===== src/rtl/hazard_pkg.sv =====
// Shared encodings and the shadow-pipeline entry type for the GPR hazard/forwarding unit.
package hazard_pkg;

    typedef enum logic [1:0] {
        RDY_EX   = 2'd0,
        RDY_MEM1 = 2'd1,
        RDY_MEM2 = 2'd2
    } rdy_e;

    typedef enum logic [1:0] {
        FWD_ID_GPR  = 2'b00,
        FWD_ID_WB   = 2'b01,
        FWD_ID_MEM1 = 2'b10,
        FWD_ID_MEM2 = 2'b11
    } fwd_id_e;

    typedef enum logic [1:0] {
        FWD_EX_GPR  = 2'b00,
        FWD_EX_MEM1 = 2'b01,
        FWD_EX_MEM2 = 2'b11
    } fwd_ex_e;

    // valid is only set for GPR writers, so it doubles as the write-enable.
    typedef struct packed {
        logic       valid;
        logic [4:0] dst;
        rdy_e       rdy;
    } entry_t;

    function automatic logic entry_match(entry_t e, logic [4:0] r);
        return e.valid && (e.dst == r) && (r != 5'd0);
    endfunction

endpackage


===== src/rtl/hazard_operand_chk.sv =====
// Per-operand forwarding select and stall generation against the four shadow entries.
module hazard_operand_chk
    import hazard_pkg::*;
(
    input  logic [4:0] operand,
    input  logic       use_id,
    input  logic       use_ex,
    input  entry_t     ex_e,
    input  entry_t     mem1_e,
    input  entry_t     mem2_e,
    input  entry_t     wb_e,
    output logic [1:0] fwd_id,
    output logic [1:0] fwd_ex,
    output logic       stall
);

    logic m_ex, m_mem1, m_mem2, m_wb;
    logic stall_id_term, stall_ex_term;
    logic unused_rdy;

    assign m_ex   = entry_match(ex_e,   operand);
    assign m_mem1 = entry_match(mem1_e, operand);
    assign m_mem2 = entry_match(mem2_e, operand);
    assign m_wb   = entry_match(wb_e,   operand);
    assign unused_rdy = ^{mem2_e.rdy, wb_e.rdy};

    // Youngest match wins: the if-chain is ordered EX, MEM1, MEM2, WB.
    always_comb begin
        fwd_id        = FWD_ID_GPR;
        stall_id_term = 1'b0;
        if (use_id) begin
            if (m_ex) begin
                stall_id_term = 1'b1;
            end else if (m_mem1) begin
                if (mem1_e.rdy == RDY_MEM2) stall_id_term = 1'b1;
                else                        fwd_id = FWD_ID_MEM1;
            end else if (m_mem2) begin
                fwd_id = FWD_ID_MEM2;
            end else if (m_wb) begin
                fwd_id = FWD_ID_WB;
            end
        end
    end

    // Selects are for the consumer's EX cycle, when each producer has moved one stage on.
    always_comb begin
        fwd_ex        = FWD_EX_GPR;
        stall_ex_term = 1'b0;
        if (use_ex) begin
            if (m_ex) begin
                if (ex_e.rdy != RDY_EX) stall_ex_term = 1'b1;
                else                    fwd_ex = FWD_EX_MEM1;
            end else if (m_mem1) begin
                fwd_ex = FWD_EX_MEM2;
            end
        end
    end

    assign stall = stall_id_term | stall_ex_term;

endmodule


===== src/rtl/hazard_fwd_unit.sv =====
// Shadow pipeline of in-flight GPR writers producing ID/EX forwarding selects, stall_id and divide busy.
module hazard_fwd_unit
    import hazard_pkg::*;
#(
    parameter int unsigned DIV_CYCLES = 32
) (
    input  logic       clk,
    input  logic       rst_n,
    input  logic       hold,
    input  logic       flush,
    input  logic [4:0] id_rs,
    input  logic [4:0] id_rt,
    input  logic       id_rs_use_id,
    input  logic       id_rt_use_id,
    input  logic       id_rs_use_ex,
    input  logic       id_rt_use_ex,
    input  logic       id_we,
    input  logic [4:0] id_dst,
    input  logic [1:0] id_rdy,
    input  logic       id_div,
    input  logic       id_hilo_use,
    output logic       stall_id,
    output logic [1:0] fwd_id_rs,
    output logic [1:0] fwd_id_rt,
    output logic [1:0] fwd_ex_rs,
    output logic [1:0] fwd_ex_rt,
    output logic       div_busy
);

    localparam int unsigned CNT_W = $clog2(DIV_CYCLES + 1);
    localparam logic [CNT_W-1:0] DIV_LOAD = CNT_W'(DIV_CYCLES);

    entry_t ex_q, mem1_q, mem2_q, wb_q, id_entry;
    logic [1:0] fwd_ex_rs_nx, fwd_ex_rt_nx;
    logic stall_rs, stall_rt;
    logic [CNT_W-1:0] div_cnt;

    hazard_operand_chk u_chk_rs (
        .operand (id_rs),
        .use_id  (id_rs_use_id),
        .use_ex  (id_rs_use_ex),
        .ex_e    (ex_q),
        .mem1_e  (mem1_q),
        .mem2_e  (mem2_q),
        .wb_e    (wb_q),
        .fwd_id  (fwd_id_rs),
        .fwd_ex  (fwd_ex_rs_nx),
        .stall   (stall_rs)
    );

    hazard_operand_chk u_chk_rt (
        .operand (id_rt),
        .use_id  (id_rt_use_id),
        .use_ex  (id_rt_use_ex),
        .ex_e    (ex_q),
        .mem1_e  (mem1_q),
        .mem2_e  (mem2_q),
        .wb_e    (wb_q),
        .fwd_id  (fwd_id_rt),
        .fwd_ex  (fwd_ex_rt_nx),
        .stall   (stall_rt)
    );

    assign div_busy = (div_cnt != '0);
    assign stall_id = stall_rs | stall_rt | (id_hilo_use & div_busy);

    always_comb begin
        id_entry       = '0;
        id_entry.valid = id_we;
        id_entry.dst   = id_dst;
        id_entry.rdy   = rdy_e'(id_rdy);
    end

    // flush kills the MEM1 occupant, so MEM2 receives a bubble while WB still takes MEM2.
    always_ff @(posedge clk or negedge rst_n) begin
        if (!rst_n) begin
            ex_q      <= '0;
            mem1_q    <= '0;
            mem2_q    <= '0;
            wb_q      <= '0;
            fwd_ex_rs <= '0;
            fwd_ex_rt <= '0;
        end else if (flush) begin
            wb_q      <= mem2_q;
            mem2_q    <= '0;
            mem1_q    <= '0;
            ex_q      <= '0;
            fwd_ex_rs <= '0;
            fwd_ex_rt <= '0;
        end else if (!hold) begin
            wb_q   <= mem2_q;
            mem2_q <= mem1_q;
            mem1_q <= ex_q;
            if (!stall_id) begin
                ex_q      <= id_entry;
                fwd_ex_rs <= fwd_ex_rs_nx;
                fwd_ex_rt <= fwd_ex_rt_nx;
            end else begin
                ex_q      <= '0;
                fwd_ex_rs <= '0;
                fwd_ex_rt <= '0;
            end
        end
    end

    always_ff @(posedge clk or negedge rst_n) begin
        if (!rst_n) begin
            div_cnt <= '0;
        end else if (flush) begin
            div_cnt <= '0;
        end else if (!hold && !stall_id && id_div) begin
            div_cnt <= DIV_LOAD;
        end else if (div_cnt != '0) begin
            div_cnt <= div_cnt - 1'b1;
        end
    end

endmodule


===== config.mk =====
export PLATFORM = sky130hd
export DESIGN_NAME = hazard_fwd_unit
export DESIGN_NICKNAME = d
export VERILOG_FILES = /design/src/rtl/hazard_pkg.sv /design/src/rtl/hazard_operand_chk.sv /design/src/rtl/hazard_fwd_unit.sv
export SDC_FILE = /design/constraint.sdc
export NUM_CORES = 1
export LEC_CHECK = 0
export CORE_ASPECT_RATIO = 1.2
export CORE_MARGIN = 5
export CORE_UTILIZATION = 51
export DETAILED_ROUTE_END_ITERATION = 12
export PLACE_DENSITY_LB_ADDON = 0.1
export SYNTH_ARGS = -nofsm -noshare
export SYNTH_HDL_FRONTEND = slang
export SYNTH_HIERARCHICAL = 1
export SYNTH_SLANG_ARGS = --single-unit

===== constraint.sdc =====
create_clock -name clk -period 2.65 [get_ports clk]
set_input_delay 0.53 -clock clk [delete_from_list [all_inputs] [get_ports clk]]
set_output_delay 0.53 -clock clk [all_outputs]
set_load 0.01 [all_outputs]

# [Word level (Yosys, flattened, before mapping)]
# Index checks and enable logic that the tools add are counted.
[classes] add_sub_neg=1 n_mul=0 div=0 order_cmp=0 eq_ne=10 shift=0 mux=48 bitwise=5 n_reduce_logical=25
[ops] operator="two-way mux 8 bit" count=9
[ops] operator="two-way mux 2 bit" count=21
[ops] operator="equality test 5 bit" count=8
[ops] operator="logical AND 1 bit" count=18
[ops] operator="two-way mux 6 bit" count=3
[ops] operator="two-way mux 1 bit" count=15
[ops] operator="nonzero test 5 bit" count=2
[ops] operator="nonzero test 6 bit" count=1
[ops] operator="subtractor 6 x 1 -> 6 bit, second input constant" count=1
[ops] operator="bitwise OR 1 bit" count=4
[ops] operator="nonzero test 3 bit" count=1
[ops] operator="equality test 2 bit, second input constant" count=1
[ops] operator="logical NOT 1 bit" count=2
[ops] operator="!= test 2 x 1 -> 1 bit, second input constant" count=1
[ops] operator="nonzero test 2 bit" count=1
[ops] operator="AND 1 bit" count=1
[totals] register_bits=40 latch_bits=0 ram_bits=0 rom_bits=0 in_bits=28 out_inout_bits=10 word_cells=103 n_memories=0

# [Depth between registers and ports, before layout]
# Gate-level depths: netlist of the first run.
[depth] ltp_word=14 mapped_depth=11 depth_no_buf=9

# [Modules after synthesis]
# The synthesis of the first run kept the hierarchy.
[by_module_without_submodules] module="hazard_fwd_unit" n_inst=1 cells_per_inst=135 area_per_inst_um2=1737.9 seq_area_each_um2=1051.0
[by_module_without_submodules] module="hazard_operand_chk" n_inst=2 cells_per_inst=49 area_per_inst_um2=387.9 seq_area_each_um2=0.0

# [Worst setup path before layout of the first run]
# Ideal clock, no wire load.
[synth_path] path_kind="input port to flip-flop" from="input id_rt[1]" to="register ex_q[2] (netlist bit)" setup_time_ns=0.121 arrival_ns=2.504 t_required_ns=2.529 setup_slack_ns=0.025 stages=10 path_buffers=2 cell_sequence="buf_4 xnor2_1 nand4_1 nor4_1 a41o_1 nor2_1 a31oi_1 nor3_2 buf_2 a22o_1"
[synth_between] elab_chain_len=12 word_cells_on_any_way=18 cone_classes="2 x eq/ne; 8 x mux; 3 x bitwise; 5 x reduce/logical"
[synth_lines] element="from (decl)" line_no="hazard_fwd_unit.sv:12" rtl="input logic [4:0] id_rt,"
[synth_lines] element="equality test 5 bit" line_no="hazard_pkg.sv:31" rtl="return e.valid && (e.dst == r) && (r != 5'd0);"
[synth_lines] element="logical AND 1 bit (2 in a row)" line_no="hazard_pkg.sv:31"
[synth_lines] element="two-way mux 1 bit" line_no="hazard_operand_chk.sv:34" rtl="end else if (m_mem1) begin"
[synth_lines] element="two-way mux 1 bit" line_no="hazard_operand_chk.sv:32" rtl="if (m_ex) begin"
[synth_lines] element="two-way mux 1 bit" line_no="hazard_operand_chk.sv:31" rtl="if (use_id) begin"
[synth_lines] element="bitwise OR 1 bit (*)" line_no="hazard_operand_chk.sv:59" rtl="assign stall = stall_id_term | stall_ex_term;"
[synth_lines] element="net stall_rt" line_no="hazard_fwd_unit.sv:35" rtl="logic stall_rs, stall_rt;"
[synth_lines] element="bitwise OR 1 bit (*) (2 in a row)" line_no="hazard_fwd_unit.sv:65" rtl="assign stall_id = stall_rs | stall_rt | (id_hilo_use & div_busy);"
[synth_lines] element="net stall_id" line_no="hazard_fwd_unit.sv:22" rtl="output logic stall_id,"
[synth_lines] element="two-way mux 8 bit (*)" line_no="hazard_fwd_unit.sv:94" rtl="if (!stall_id) begin"
[synth_lines] element="two-way mux 8 bit (*)" line_no="hazard_fwd_unit.sv:90" rtl="end else if (!hold) begin"
[synth_lines] element="two-way mux 8 bit (*)" line_no="hazard_fwd_unit.sv:83" rtl="end else if (flush) begin"
[synth_lines] element="to (signal assigned)" line_no="hazard_fwd_unit.sv:95" rtl="ex_q <= id_entry;"
[synth_lines] element="to (decl)" line_no="hazard_fwd_unit.sv:33" rtl="entry_t ex_q, mem1_q, mem2_q, wb_q, id_entry;"
# The timed path passes the listed nets; every way through them passes the cells marked *. The select of a mux whose other input is x is not followed.
# A chain may end at the register's enable or synchronous reset.

# [Final worst setup path of the first run]
[layout_path] from="register ex_q[5] (netlist bit)" to="output stall_id"
[layout_between] elab_chain_len=8 word_cells_on_any_way=18 cone_classes="2 x eq/ne; 8 x mux; 4 x bitwise; 4 x reduce/logical"
[layout_lines] element="equality test 5 bit (*)" line_no="hazard_pkg.sv:31"
[layout_lines] element="logical AND 1 bit (*) (2 in a row)" line_no="hazard_pkg.sv:31"
[layout_lines] element="two-way mux 1 bit, on equally long branches" line_no="hazard_operand_chk.sv:32, hazard_operand_chk.sv:50"
[layout_lines] element="two-way mux 1 bit, on equally long branches" line_no="hazard_operand_chk.sv:31, hazard_operand_chk.sv:49"
[layout_lines] element="bitwise OR 1 bit (*)" line_no="hazard_operand_chk.sv:59"
[layout_lines] element="net stall_rs" line_no="hazard_fwd_unit.sv:35"
[layout_lines] element="bitwise OR 1 bit (*) (2 in a row)" line_no="hazard_fwd_unit.sv:65"
[layout_lines] element="to (decl)" line_no="hazard_fwd_unit.sv:22"
# The timed path passes the listed nets; every way through them passes the cells marked *.

==> results of run 1 <==
==> power by group through the flow <==
stage	Sequential, mW	Clock (mW)	Combinational, mW
2_1_floorplan	0.708	0	0.382
3_3_place_gp	0.727	0	0.574
3_5_place_dp	0.727	0	0.581
4_1_cts	0.718	0.394	0.619
5_1_grt	0.734	0.425	0.704
6_report	0.721	0.393	0.638
==> worst paths after layout <==
path | start | endpoint | slack (ns) | depth (start not counted)
min reg2reg | fwd_ex_rs[0]$_DFFE_PN0P_ | fwd_ex_rs[0]$_DFFE_PN0P_ | 0.50 | 1
min | rst_n | mem2_q[4]$_DFFE_PN0P_ | 0.35 | 1
max | ex_q[5]$_DFFE_PN0P_ | stall_id | -0.11 | 8
min in group clk | fwd_ex_rs[0]$_DFFE_PN0P_ | fwd_ex_rs[0]$_DFFE_PN0P_ | 0.50 | 1
max reg2reg | ex_q[5]$_DFFE_PN0P_ | ex_q[1]$_DFFE_PN0P_ | 0.03 | 13
max in group asynchronous | rst_n | ex_q[2]$_DFFE_PN0P_ | 1.72 | 1
==> worst max-delay path: cells and delay by family, from the launching register on <==
kind | cells | cell delay (ns)
AOI/OAI and AO/OA | 3 | 0.45
xor gates and xnor gates | 1 | 0.19
and+or+nand+nor | 3 | 0.71
buffers and inverters | 1 | 0.16
DFF | 1 | 0.44
==> through the flow <==
step / utilization, % / setup TNS, ns / hold WS, ns
after global routing: 72.5 / -1.22 / 0.427
final: 72.5 / -0.198 / 0.346
after detailed placement: 65.0 / -10.19 / 0.484
after global placement: 65.0 / -11.29 / 0.486
after floorplan: - / 0 / 0.234
after CTS: 70.6 / -0.180 / 0.377
==> what timing repair did <==
action,CTS,global route
resized for setup,91,15
setup endpoints to repair,21,17
pin swaps,28,7
setup buffers,12,5
==> area by class of cell <==
type	instances	area share, %
Clock buffer	6	2.21
Inverter	7	0.800
Multi-Input combinational cell	161	42.2
Sequential cell	38	29.0
Clock inverter	1	0.229
Tap cell	58	2.21
Timing Repair Buffer	88	23.3
==> state kept, by name, indices dropped and copies added (netlist names) <==
signal	flops
ex_q	8
mem1_q	8
fwd_ex_rs	2
fwd_ex_rt	2
div_cnt	6
mem2_q	6
wb_q	6
==> routing by layer <==
metal,GRT usage (%),vias to the layer above,share of wire (%)
met4,12.3,0,4.4
met2,40.8,52,52
met1,25.4,988,39
li1,-,945,-
met3,5.39,27,4.9
met5,0,-,0
==> results.py, run 1 <==
metrics = {
    "clocking": {
        "clkTransAtPathRegs_ns": 0.08,
        "clk_latency_ns": 0.29,
        "postCtsHoldBufs": 0,
        "cts-root-buf": "clkbuf_8",
        "cts_tree": "yes",
        "htreeDepth": 2,
        "clock-sinks": 38,
        "cts_buffers": 5,
        "clk_path_buf_depth": 2,
    },
    "pwr": {
        "switching_share_pct": 33.5,
        "leakage_nw": 1.48,
        "ir_drop_mv": 0.466,
        "combPwrFrac_pct": 36.4,
        "power_mw": 1.75,
        "p_seq_share_pct": 41.2,
        "p_per_area_nw_per_um2": 533,
        "p_int_mw": 1.16,
        "clkPwrFrac_pct": 22.4,
        "power.switching_uw": 587,
    },
    "grt": {
        "antenna_found_initial": 0,
        "grt_pass1_wl_mm": 10.9,
        "track_usage_pct": 23.2,
        "grt-ovfl-total": 0,
        "grt_start_max_net_pins": 39,
        "grt_pass1_vias": 2235,
    },
    "place": {
        "dp_slack_ns": -0.887,
        "io_buffers": 37,
        "dp_hpwl_mm": 4.43,
        "placed_cell_area_um2": 2940,
        "placedCellCount": 339,
        "gp_congestion": 0.898,
    },
    "cells_and_area": {
        "final_cell_mix": "buf_4 (39), dfrtp_1 (36), xnor2_1 (21), clkdlybuf4s50_1 (20), nor2_1 (19)",
        "diodes": 0,
        "drive_above_1_share_pct": 38.2,
        "fillers": 337,
        "fin_nets": 330,
        "final_common_cell": "buf_4",
        "finalInstanceArea_um2": 3280,
        "final_cells": 359,
        "seq_area_um2": 953,
        "areaGrowthSynthToFinish_pct": 38.9,
        "multi_input_area_um2": 1390,
    },
    "timing": {
        "fmax_ghz": 0.363,
        "fin_ws_ns": -0.106,
        "min_period_over_period_pct": 104,
        "finalSetupViolCount": 4,
        "slew_violations": 0,
        "hold_viol_final": 0,
        "slew_headroom_pct": 42.6,
        "final.min_clock_period_ns": 2.76,
        "finalClockSkew_ns": 0.00433,
        "tightest_slew_ns": 0.861,
        "grt_setup_unrepaired": "yes",
    },
    "worst_setup_path": {
        "critPathLaunchType": "flop",
        "max_stage_delay_ns": 0.52,
        "critPathMaxFanout": 3,
        "cp_slowest_cell": "or4_4",
        "critPathCaptureType": "output pin",
        "cp.required_ns": 2.12,
        "arrival_ns": 2.23,
        "critical_path_class": "flop to output pin",
        "path_cells": "xnor2_1 > nand4_1 > or4_4 > a21oi_2 > a41o_1 > nor2_2 > a31oi_2 > buf_2",
    },
    "yosys": {
        "synth_warnings": 6,
        "syn_avg_cell_area_um2": 10.6,
        "syn_nets": 252,
        "synth_area_um2": 2360,
        "netlist_instances": 223,
    },
    "floorplan": {
        "coreArea_um2": 4530,
        "die_width_um": 72.1,
        "row_count": 27,
        "io_pins": 38,
        "start_util_pct": 52.2,
        "dieHeight_um": 84.6,
        "die_area_um2": 6100,
    },
    "route": {
        "avgViaCountPerCell": 5.60,
        "drc": 0,
        "drt-total-wl_mm": 6.54,
        "drtAntennaViolNets": 0,
        "vias": 2012,
        "first_pass_iters": 4,
        "drt-wirelength-per-cell_um": 18.2,
        "drtIter0Drc": 109,
    },
    "min_path": {
        "min_path_type": "input port to asynchronous set/reset pin",
    },
    "run_status": {
        "violations": "setup timing",
        "status": "finished with violations",
    },
    "flow_run": {
        "maxCapViolCount": 0,
    },
}
Note: power is estimated with default switching activity, not from simulation.
==> inputs of run 2 (changes only) <==
Settings changed: ABC_AREA set to 1.
==> run 2 against run 1 <==
Net effect: the run now ends clean; routed wire length grew 5.0%; sequential power fell by 1%; fmax is 8.7% higher; synthesized cell count rose by 73%; critical path type is now input port to output pin; hold slack barely moved; setup slack improved by 0.22 ns; critical path depth up 4; largest power group unchanged; clock power rose by 56%; first-iteration DRC count increased by 23%; utilization shrank 5.9 points.
==> results.py, run 2 <==
metrics = {
    "pwr": {
        "power_mw": 2.01,
        "ir_drop_mv": 0.325,
        "p_per_area_nw_per_um2": 564,
        "leakage_nw": 1.79,
    },
    "worst_setup_path": {
        "critical_path_class": "input port to output pin",
        "critPathMaxFanout": 5,
        "reg2reg_depth": 16,
        "rr_endpoint": "ex_q[1]$_DFFE_PN0P_",
        "cp.required_ns": 2.12,
        "critPathCaptureType": "output pin",
        "rr_startpoint": "ex_q[2]$_DFFE_PN0P_",
        "endpoint": "stall_id",
        "arrival_ns": 2.01,
        "reg2reg_slack_ns": 0.79,
        "critPathLaunchType": "input port",
        "crit_start": "id_rs[3]",
    },
    "floorplan": {
        "die_area_um2": 7140,
        "row_count": 29,
        "dieHeight_um": 91.6,
        "die_width_um": 78.0,
        "coreArea_um2": 5330,
        "io_pins": 38,
        "start_util_pct": 53.0,
    },
    "route": {
        "vias": 2569,
        "avgViaCountPerCell": 5.04,
        "drtIter0Drc": 134,
        "drt-wirelength-per-cell_um": 13.5,
        "first_pass_iters": 4,
        "drtAntennaViolNets": 0,
        "drt-total-wl_mm": 6.87,
        "drc": 0,
    },
    "clocking": {
        "postCtsHoldBufs": 0,
        "cts-root-buf": "clkbuf_8",
        "cts_tree": "yes",
        "clk_path_buf_depth": 2,
        "cts_buffers": 5,
        "clkTransAtPathRegs_ns": 0.08,
        "clock-sinks": 38,
        "clk_latency_ns": 0.29,
        "htreeDepth": 2,
    },
    "grt": {
        "grt_pass1_vias": 2507,
        "grt-ovfl-total": 0,
        "grt_pass1_wl_mm": 11.9,
        "track_usage_pct": 20.6,
        "antenna_found_initial": 0,
        "grt_start_max_net_pins": 39,
    },
    "timing": {
        "grt_setup_unrepaired": "no",
        "fin_ws_ns": 0.113,
        "slew_violations": 0,
        "finalSetupViolCount": 0,
        "tightest_slew_ns": 0.866,
        "final.min_clock_period_ns": 2.54,
        "setup-tns-final_ns": 0,
        "fmax_ghz": 0.394,
        "slew_headroom_pct": 42.3,
        "hold_viol_final": 0,
        "min_period_over_period_pct": 95.7,
        "fin_hold_ws_ns": 0.346,
        "finalClockSkew_ns": 0.00969,
    },
    "yosys": {
        "synth_warnings": 6,
        "syn_avg_cell_area_um2": 7.33,
        "netlist_instances": 386,
        "syn_nets": 415,
        "synth_area_um2": 2830,
    },
    "cells_and_area": {
        "areaGrowthSynthToFinish_pct": 25.7,
        "final_core_util_pct": 66.6,
        "final_cell_mix": "nand2_1 (96), inv_1 (53), dfrtp_1 (38), nand3_1 (32), nor2_1 (32)",
        "drive_above_1_share_pct": 25.7,
        "final_cells": 510,
        "diodes": 0,
        "fin_nets": 476,
        "finalInstanceArea_um2": 3550,
        "final_common_cell": "nand2_1",
        "reg.largest.list": "ex_q x8, mem1_q x8",
    },
    "run_status": {
        "status": "completed",
    },
    "place": {
        "placed_cell_area_um2": 3380,
        "gp_congestion": 0.865,
        "dp_slack_ns": -0.458,
        "dp_hpwl_mm": 5.31,
        "placedCellCount": 500,
        "io_buffers": 37,
    },
    "flow_run": {
        "maxCapViolCount": 0,
    },
    "min_path": {
        "min_path_type": "input port to asynchronous set/reset pin",
    },
}
## run 2: how the worst min path moves through the flow
stage / to / depth (start not counted)
finish: wb_q[4]$_DFFE_PN0P_ / 1
global route: wb_q[4]$_DFFE_PN0P_ / 1
CTS: wb_q[2]$_DFFE_PN0P_ / 1
detailed placement: div_cnt[0]$_DFFE_PN0P_ / 2
global placement: div_cnt[0]$_DFFE_PN0P_ / 2
floorplan: div_cnt[0]$_DFFE_PN0P_ / 0
## run 2: worst max-delay path, cell delays in order
cell	delay (ns)
dlygate4sd2_1	0.30
inv_2	0.13
nand2_1	0.10
nor2_4	0.19
nor2_4	0.06
nand2_4	0.10
nand2_2	0.06
nand2_1	0.06
nand2_2	0.06
nor2_4	0.13
nand2_4	0.06
clkdlybuf4s15_2	0.22
## run 2: where the power goes
| part | total [mW] | switching, mW | internal (mW) | leakage (nW) |
|---|---|---|---|---|
| Sequential | 0.711 | 0.0695 | 0.641 | 0.521 |
| Clock | 0.615 | 0.213 | 0.402 | 0.0714 |
| Combinational | 0.680 | 0.387 | 0.293 | 1.20 |
## run 2: what timing repair did
item | in CTS | in global routing
gates resized for setup | 19 | 10
buffers inserted | 1 | 1
pin swaps | 1 | 2
cloned | 0 | 0
hold endpoints to repair | 0 | 0
endpoints found under the setup margin | 5 | 5
## run 2: cell type report
class,count,area (µm²)
fill,492,1780
multi-input combinational,273,1560
sequential,38,951
timing repair buffer,66,587
inverter,63,236
clock buffer,6,82.6
tap,62,77.6
clock inverter,2,60.1
## run 2: metal layers
metal	routed length (µm)	vias up	global-route usage, %	share of wire (%)
met5	0	-	0	0
met4	96	0	5.21	1.4
met3	339	10	3.47	4.9
met2	3430	55	35.3	50
met1	3000	1194	26.9	44
li1	-	1310	-	-
==> inputs of run 3 (changes only) <==
Settings changed: CAP_MARGIN set to 25, CORE_MARGIN 5 to 2.
==> run 3 against run 2 <==
Net effect: routed wire length down 2.8%; count of clock-buffer cells in the layout up 1; first-iteration DRC count down 31%; sequential cell count unchanged; register-to-register slack worse by 0.06 ns; power down 10%; die area down 14%; setup slack better by 0.084 ns; combinational power down 1%.
==> results.py, run 3 (synthesis gave the netlist of run 2 again) <==
metrics = {
    "run_status": {
        "status": "completed",
    },
    "grt": {
        "grt_start_max_net_pins": 39,
        "grt_pass1_wl_mm": 11.5,
        "antenna_found_initial": 0,
        "grt_pass1_vias": 2509,
        "track_usage_pct": 23.7,
        "grt-ovfl-total": 0,
    },
    "route": {
        "vias": 2556,
        "first_pass_iters": 4,
        "drt-total-wl_mm": 6.67,
        "drc": 0,
        "drtIter0Drc": 93,
        "avgViaCountPerCell": 5.00,
        "drt-wirelength-per-cell_um": 13.1,
        "drtAntennaViolNets": 0,
    },
    "worst_setup_path": {
        "max_stage_delay_ns": 0.32,
        "arrival_ns": 1.92,
        "cp_num_buf_inv": 3,
        "rr_endpoint": "ex_q[5]$_DFFE_PN0P_",
        "critPathLaunchType": "input port",
        "critPathCaptureType": "output pin",
        "cp_slowest_cell": "dlygate4sd2_1",
        "reg2reg_slack_ns": 0.73,
        "path_delay_family": "buffers and inverters",
        "reg2reg_depth": 17,
        "cpMostUsedCell": "nand2_1",
        "rr_startpoint": "mem1_q[3]$_DFFE_PN0P_",
        "cp.required_ns": 2.12,
        "path_cells": "dlygate4sd2_1 > buf_4 > xor2_1 > nor2_1 > nand3_1 > nand2_1 > nand2_1 > nor2_2 > clkdlybuf4s15_2",
        "critical_path_class": "input port to output pin",
        "critPathMaxFanout": 5,
    },
    "pwr": {
        "clkPwrFrac_pct": 23.0,
        "leakage_nw": 1.80,
        "p_per_area_nw_per_um2": 512,
        "power.switching_uw": 655,
        "p_int_mw": 1.14,
        "switching_share_pct": 36.5,
        "p_seq_share_pct": 39.6,
        "power_mw": 1.80,
        "ir_drop_mv": 0.319,
        "combPwrFrac_pct": 37.5,
    },
    "cells_and_area": {
        "reg.largest.list": "ex_q x8, mem1_q x8",
        "drive_above_1_share_pct": 26.1,
        "final_cells": 511,
        "final_core_util_pct": 65.8,
        "final_common_cell": "nand2_1",
        "final_cell_mix": "nand2_1 (96), inv_1 (53), dfrtp_1 (38), nand3_1 (33), nor2_1 (32)",
        "fin_nets": 477,
        "areaGrowthSynthToFinish_pct": 24.2,
        "fillers": 478,
        "diodes": 0,
    },
    "clocking": {
        "clock-sinks": 38,
        "clk_path_buf_depth": 2,
        "htreeDepth": 2,
        "clk_latency_ns": 0.29,
        "cts_buffers": 5,
        "postCtsHoldBufs": 0,
        "cts-root-buf": "clkbuf_8",
        "cts_tree": "yes",
        "clkTransAtPathRegs_ns": 0.08,
    },
    "floorplan": {
        "coreArea_um2": 5330,
        "dieHeight_um": 85.6,
        "die_width_um": 72.0,
        "die_area_um2": 6160,
        "io_pins": 38,
        "start_util_pct": 53.0,
        "row_count": 29,
    },
    "place": {
        "dp_hpwl_mm": 5.14,
        "io_buffers": 37,
        "gp_congestion": 0.950,
        "placedCellCount": 501,
    },
    "timing": {
        "finalSetupViolCount": 0,
        "finalClockSkew_ns": 0.00616,
        "grt_setup_unrepaired": "no",
        "final.min_clock_period_ns": 2.45,
        "fmax_ghz": 0.408,
        "slew_headroom_pct": 42.3,
        "tightest_slew_ns": 0.866,
        "min_period_over_period_pct": 92.6,
        "slew_violations": 0,
        "hold_viol_final": 0,
    },
    "min_path": {
        "min_path_type": "input port to asynchronous set/reset pin",
    },
    "flow_run": {
        "maxCapViolCount": 0,
    },
}
run 3: cell count changes in the layout (fill, tap and decap cells not counted), sizes merged:
cell	change
clkinv	+1
bufinv	-2
dlymetal6s2s	+2
clkbuf	+2
clkdlybuf4s15	-3
buf	+2
dlygate4sd2	-1
run 3: final cells by class:
type	instances	area, µm²	share of cell area [%]
inverter	63	236	6.73
sequential	38	951	27.1
timing repair buffer	67	594	16.9
multi-input combinational	273	1560	44.5
clock inverter	1	5.00	0.143
clock buffer	7	86.3	2.46
tap	62	77.6	2.21
run 3: timing repair:
item,4_1_cts,5_1_grt
setup endpoints to repair,5,5
buffers inserted,0,2
pin swaps,5,8
gates resized for setup,19,13
run 3: power groups by stage:
| stage | registers, mW | logic (mW) | clock network, mW |
|---|---|---|---|
| finish | 0.711 | 0.673 | 0.413 |
| global route | 0.721 | 0.760 | 0.453 |
| CTS | 0.711 | 0.677 | 0.427 |
| detailed placement | 0.723 | 0.683 | 0 |
| global placement | 0.719 | 0.674 | 0 |
| floorplan | 0.705 | 0.485 | 0 |
run 3: how the worst max path moves through the flow:
stage,start,endpoint,slack (ns),cells past startpoint
2_1_floorplan,id_rt[0],stall_id,0.55,11
3_3_place_gp,id_rt[0],stall_id,-0.41,12
3_5_place_dp,id_rt[0],stall_id,-0.44,12
4_1_cts,id_rs[2],stall_id,0.002,13
5_1_grt,id_rt[1],stall_id,0.07,12
6_report,id_rs[0],fwd_id_rs[1],0.20,9
run 3: per-layer routing:
metal  track usage, %  vias up  routed length [µm]
met5                0        -                   0
met4             7.72        0                 161
met3             3.64       15                 270
met2             39.6       47                3280
met1             31.5     1187                2960
li1                 -     1307                   -
run 3: through the flow:
step	TNS (ns)	cell area [µm²]	hold slack, ns	setup WS (ns)
3_5_place_dp	-1.96	3390	0.496	-0.437
4_1_cts	0	3480	0.375	0.00222
3_3_place_gp	-1.89	3390	0.493	-0.410
6_report	0	3510	0.338	0.197
2_1_floorplan	0	2830	0.234	0.553
5_1_grt	0	3510	0.428	0.0669
